### src/rtl/imm_decode_ctrl.sv
// ID-stage controller: decodes the immediate-select code at accept and buffers two entries in a skid buffer.
// Optional macro IMM_DECODE_ILLEGAL_CNT_EN adds the saturating ILLEGAL_CNT output.
module imm_decode_ctrl #(
   parameter int PC_WIDTH  = 32,
   parameter int CNT_WIDTH = 8
) (
   input  logic                 CLK,
   input  logic                 RESET,
   input  logic                 FLUSH,
   input  logic                 IN_VALID,
   output logic                 IN_READY,
   input  logic [31:0]          INSTR,
   input  logic [PC_WIDTH-1:0]  PC_IN,
   output logic                 OUT_VALID,
   input  logic                 OUT_READY,
   output logic [24:0]          SE_IN,
   output logic [2:0]           IMM_SEL,
   output logic [PC_WIDTH-1:0]  OUT_PC,
   output logic                 USES_IMM,
   output logic                 ILLEGAL
`ifdef IMM_DECODE_ILLEGAL_CNT_EN
   ,
   output logic [CNT_WIDTH-1:0] ILLEGAL_CNT
`endif
);

   typedef struct packed {
      logic [24:0]         se;
      logic [2:0]          sel;
      logic [PC_WIDTH-1:0] pc;
      logic                uses_imm;
      logic                illegal;
   } entry_t;

   localparam logic [1:0] S_EMPTY = 2'd0;
   localparam logic [1:0] S_ONE   = 2'd1;
   localparam logic [1:0] S_FULL  = 2'd2;

   if (CNT_WIDTH < 1) begin : g_cnt_width_check
      $error("CNT_WIDTH must be at least 1");
   end

   logic [1:0] state;
   entry_t     e0;
   entry_t     e1;
   entry_t     new_entry;
   entry_t     head;
   logic       accept;
   logic       pop;

   always_comb begin
      // NOTE: every field gets a default before the case, so no path can infer a latch.
      new_entry          = '0;
      new_entry.se       = INSTR[31:7];
      new_entry.pc       = PC_IN;
      new_entry.sel      = 3'b110;
      new_entry.illegal  = 1'b0;
      case (INSTR[6:0])
         7'b0110111, 7'b0010111: new_entry.sel = 3'b000;
         7'b1101111:             new_entry.sel = 3'b001;
         7'b0100011:             new_entry.sel = 3'b010;
         7'b1100011:             new_entry.sel = 3'b011;
         7'b0000011, 7'b1100111: new_entry.sel = 3'b100;
         7'b0010011: begin
            case (INSTR[14:12])
               3'b001, 3'b101: new_entry.sel = 3'b101;
               3'b011:         new_entry.sel = 3'b111;
               default:        new_entry.sel = 3'b100;
            endcase
         end
         7'b0110011:             new_entry.sel = 3'b110;
         default:                new_entry.illegal = 1'b1;
      endcase
      new_entry.uses_imm = (new_entry.sel != 3'b110);
   end

   // Ready looks only at registered occupancy and RESET/FLUSH, never at OUT_READY.
   assign IN_READY  = ~RESET & ~FLUSH & (state != S_FULL);
   assign OUT_VALID = (state != S_EMPTY);
   assign accept    = IN_VALID & IN_READY;
   assign pop       = OUT_VALID & OUT_READY;

   // E0 may hold a stale entry after draining, so the head is masked when empty.
   assign head     = OUT_VALID ? e0 : '0;
   assign SE_IN    = head.se;
   assign IMM_SEL  = head.sel;
   assign OUT_PC   = head.pc;
   assign USES_IMM = head.uses_imm;
   assign ILLEGAL  = head.illegal;

   always_ff @(posedge CLK) begin
      // NOTE: sequential state uses non-blocking assignments so each flop sees pre-edge values.
      if (RESET) begin
         state <= S_EMPTY;
         // NOTE: the entries are explicitly cleared on reset so no buffered instruction survives it.
         e0    <= '0;
         e1    <= '0;
      end else if (FLUSH) begin
         state <= S_EMPTY;
      end else begin
         case (state)
            S_EMPTY: begin
               if (accept) begin
                  state <= S_ONE;
                  e0    <= new_entry;
               end
            end
            S_ONE: begin
               if (accept && pop) begin
                  e0 <= new_entry;
               end else if (accept) begin
                  state <= S_FULL;
                  e1    <= new_entry;
               end else if (pop) begin
                  state <= S_EMPTY;
               end
            end
            S_FULL: begin
               if (pop) begin
                  state <= S_ONE;
                  e0    <= e1;
               end
            end
            default: state <= S_EMPTY;
         endcase
      end
   end

`ifdef IMM_DECODE_ILLEGAL_CNT_EN
   // A pop coincident with FLUSH still reached ID/EX, so it is counted.
   always_ff @(posedge CLK) begin
      if (RESET) begin
         ILLEGAL_CNT <= '0;
      end else if (pop && e0.illegal && (ILLEGAL_CNT != {CNT_WIDTH{1'b1}})) begin
         ILLEGAL_CNT <= ILLEGAL_CNT + CNT_WIDTH'(1);
      end
   end
`endif

endmodule

### config.mk
export PLATFORM = sky130hd
export DESIGN_NAME = imm_decode_ctrl
export DESIGN_NICKNAME = d
export VERILOG_FILES = /design/src/rtl/imm_decode_ctrl.sv
export SDC_FILE = /design/constraint.sdc
export NUM_CORES = 1
export LEC_CHECK = 0
export ABC_AREA = 1
export CORE_ASPECT_RATIO = 1.25
export CORE_UTILIZATION = 45
export DETAILED_ROUTE_END_ITERATION = 10
export GPL_ROUTABILITY_DRIVEN = 0
export GPL_TIMING_DRIVEN = 1
export PLACE_DENSITY = 0.79
export RECOVER_POWER = 25
export SYNTH_ARGS = -nofsm -noshare
export SYNTH_HDL_FRONTEND = slang
export SYNTH_SLANG_ARGS = --single-unit
### constraint.sdc
create_clock -name CLK -period 2.1 [get_ports CLK]
set_input_delay 0.42 -clock CLK [delete_from_list [all_inputs] [get_ports CLK]]
set_output_delay 0.42 -clock CLK [all_outputs]
set_load 0.03 [all_outputs]
==> impl_metrics.json <==
{
  "mostFrequentLayoutCells": "221 x nor2_1, 125 x dfxtp_1, 123 x inv_1, 119 x nand2_1, 109 x o21ai_0",
  "syn_nets": 962,
  "port_buffers": 132,
  "period_needed_ns": 1.999,
  "grt_overflow": 0,
  "dpl.hpwl_um": 9040,
  "die_area_um2": 13370,
  "routedWlPerCell_um": 11.60,
  "yosysSeqAreaShare_pct": 43.41,
  "relSlewSlack_pct": 59.76,
  "final_common_cell": "nor2_1",
  "cts_root_buf": "clkbuf_16",
  "p_clk_share_pct": 48.5,
  "switching_share_pct": 23.70,
  "num_rows": 46,
  "timing.hold.ws_ns": 0.4440,
  "path_delay_family": "buffers and inverters",
  "vias": 5647,
  "h-tree-depth": 4,
  "syn_to_final_growth_pct": 33.53,
  "yosys_warnings": 0,
  "clkSinkCount": 126,
  "p_per_area_nw_per_um2": 761.5,
  "finalHoldViolCount": 0,
  "min_path_type": "reg2reg",
  "end_kind": "output pin",
  "synth_top_cell_by_area": "dfxtp_1",
  "setup_viol": 0,
  "grt_usage_pct": 21.51,
  "cts_hold_buf": 0,
  "cts_tree": "yes",
  "clkSlewWorstSetupHoldPaths_ns": 0.06,
  "grt_pass1_vias": 5084,
  "vias_per_cell": 4.741,
  "crit_chain": "nor2_4, buf_12, nor2_1, clkdlybuf4s15_1",
  "firstDrtPassIters": 5,
  "cp-start-kind": "register",
  "antenna_found_initial": 0,
  "die_h_um": 129.0,
  "io_pins": 133,
  "fillCellCount": 1179,
  "peakVddDrop_uv": 423.7,
  "ff2ff_path_depth": 8,
  "critical_path_depth": 4,
  "worstPathMaxFanout": 29,
  "reg2reg_to": "e1[18]",
  "syn_area_um2": 5811,
  "outcome": "finished clean",
  "crit_required_ns": 1.68,
  "drv_cap": 0,
  "core_area_um2": 12660,
  "synth_top_cells_by_area": "dfxtp_1 43%, nor2_1 14%, inv_1 7.9%",
  "multi_input_area_um2": 2506,
  "worstReg2RegStart": "state[0]",
  "crit_end": "OUT_PC[27]",
  "avgSynthCellArea_um2": 6.507,
  "cpPeakStageDelay_ns": 0.35,
  "drv_slew": 0,
  "die_x_um": 103.6,
  "floorplan.initialDensity_pct": 45.89,
  "crit_start": "state[0]",
  "layout-drive-gt1-share_pct": 10.07,
  "period_share_pct": 95.18,
  "drc": 0,
  "drt_wl_total_um": 13810,
  "grt_max_degree": 73,
  "p_int_mw": 4.508,
  "crit_buf_inv": 2,
  "power_switching_mw": 1.400,
  "cts_max_path_buffers": 2,
  "ant_nets": 0,
  "p_seq_share_pct": 42.3,
  "diodes": 0,
  "fmax_ghz": 0.5003,
  "nets": 1079,
  "p_leak_nw": 3.264,
  "ff2ff_setup_slack_ns": 0.21,
  "register_area_um2": 2524,
  "tightest_slew_ns": 0.6036,
  "numCtsBuffers": 17,
  "placed_area_um2": 7380,
  "rsz0062_at_grt": "no",
  "ys_types": 24,
  "grt_pass1_wl_um": 23400,
  "crit_type": "reg2out",
  "fin_area_um2": 7759,
  "critical_path_arrival_ns": 1.58,
  "syn_inst": 893,
  "critPathSlowestCell": "dfxtp_2",
  "drt_iter0_drc": 278,
  "placedCellCount": 1159,
  "clk-insertion-delay-late_ns": 0.41,
  "ys_ff_latch": 126,
  "skew_ns": 0.005445,
  "synth_top_area_share_pct": 43.41,
  "p_comb_share_pct": 9.3,
  "instances_no_fill": 1191
}
power groups by stage:
stage / registers (mW) / logic (mW) / clock network, mW
3_5_place_dp: 2.55 / 0.552 / 0
2_1_floorplan: 2.54 / 0.306 / 0
6_report: 2.50 / 0.547 / 2.86
5_1_grt: 2.51 / 0.615 / 3.03
4_1_cts: 2.50 / 0.553 / 2.92
3_3_place_gp: 2.55 / 0.545 / 0
worst min-delay path by stage:
stage / endpoint / cells past startpoint / from / slack, ns
4_1_cts: e1[8] / 2 / e1[8] / 0.45
3_5_place_dp: e1[8] / 2 / e1[8] / 0.44
6_report: e1[15] / 2 / e1[15] / 0.44
3_3_place_gp: e1[12] / 2 / e1[12] / 0.43
5_1_grt: e1[29] / 2 / e1[29] / 0.45
2_1_floorplan: e1[10] / 2 / e1[10] / 0.42
worst reg2reg max path, cell delays in order, from the launching register on:
cell      delay (ns)
dfxtp_2         0.35
nor2_4          0.19
buf_12          0.21
inv_2           0.06
a21oi_1         0.21
inv_1           0.11
clkbuf_4        0.31
o21ai_0         0.23
a21oi_1         0.07
state kept, by name (all words and copies together), names as in the netlist:
name	flops
e1	62
state	2
e0	62
per-layer routing:
metal / vias up / wire, µm / track usage [%]
li1: 2992 / - / -
met3: 41 / 566 / 4.376
met1: 2470 / 6094 / 25.60
met4: 0 / 600 / 12.53
met5: - / 0 / 0
met2: 144 / 6554 / 36.36
through the flow:
step | setup slack (ns) | power (mW) | setup TNS (ns) | utilization (%)
6_report | 0.1012 | 5.908 | 0 | 61.27
5_1_grt | 0.02198 | 6.150 | 0 | 61.27
4_1_cts | 0.0004886 | 5.968 | 0 | 62.41
3_5_place_dp | -0.07119 | 3.101 | -1.850 | 58.28
3_3_place_gp | -0.01420 | 3.092 | -0.1920 | 58.28
2_1_floorplan | 0.4712 | 2.846 | 0 | -
logic make-up (layout without fill, tap and decap cells):
group | count (synthesis) | in the layout | share of synthesized area (%)
AND/OR/NAND/NOR | 355 | 355 | 23.62
AO/OA/AOI/OAI | 225 | 225 | 19.53
buffers and inverters | 187 | 317 | 13.44
flip-flops | 126 | 126 | 43.41
cell type report:
cell class / count / area share, %
flip-flops and latches: 126 / 32.53
repair buffers: 156 / 18.67
well taps: 168 / 2.709
clock buffers: 19 / 5.709
multi-input cells: 580 / 32.30
inverters: 129 / 6.257
clock inverters: 13 / 1.822
what timing repair did:
action / 4_1_cts / 5_1_grt
gates cloned: 0 / 0
setup endpoints to repair: 60 / 49
gates resized for setup: 69 / 61
buffers inserted: 0 / 0
cells in the mapped netlist, drive strengths merged:
| cell type | count |
|---|---|
| nand3 | 6 |
| nor2 | 223 |
| or2 | 1 |
| inv | 129 |
| clkbuf | 29 |
| dfxtp | 126 |
| a21oi | 56 |
| buf | 29 |
| nand2 | 121 |
| nor3 | 2 |
| a31oi | 2 |
| a211oi | 1 |
| o21ai | 166 |
| nand4 | 2 |
No activity file was read; power rests on OpenSTA's default activity.
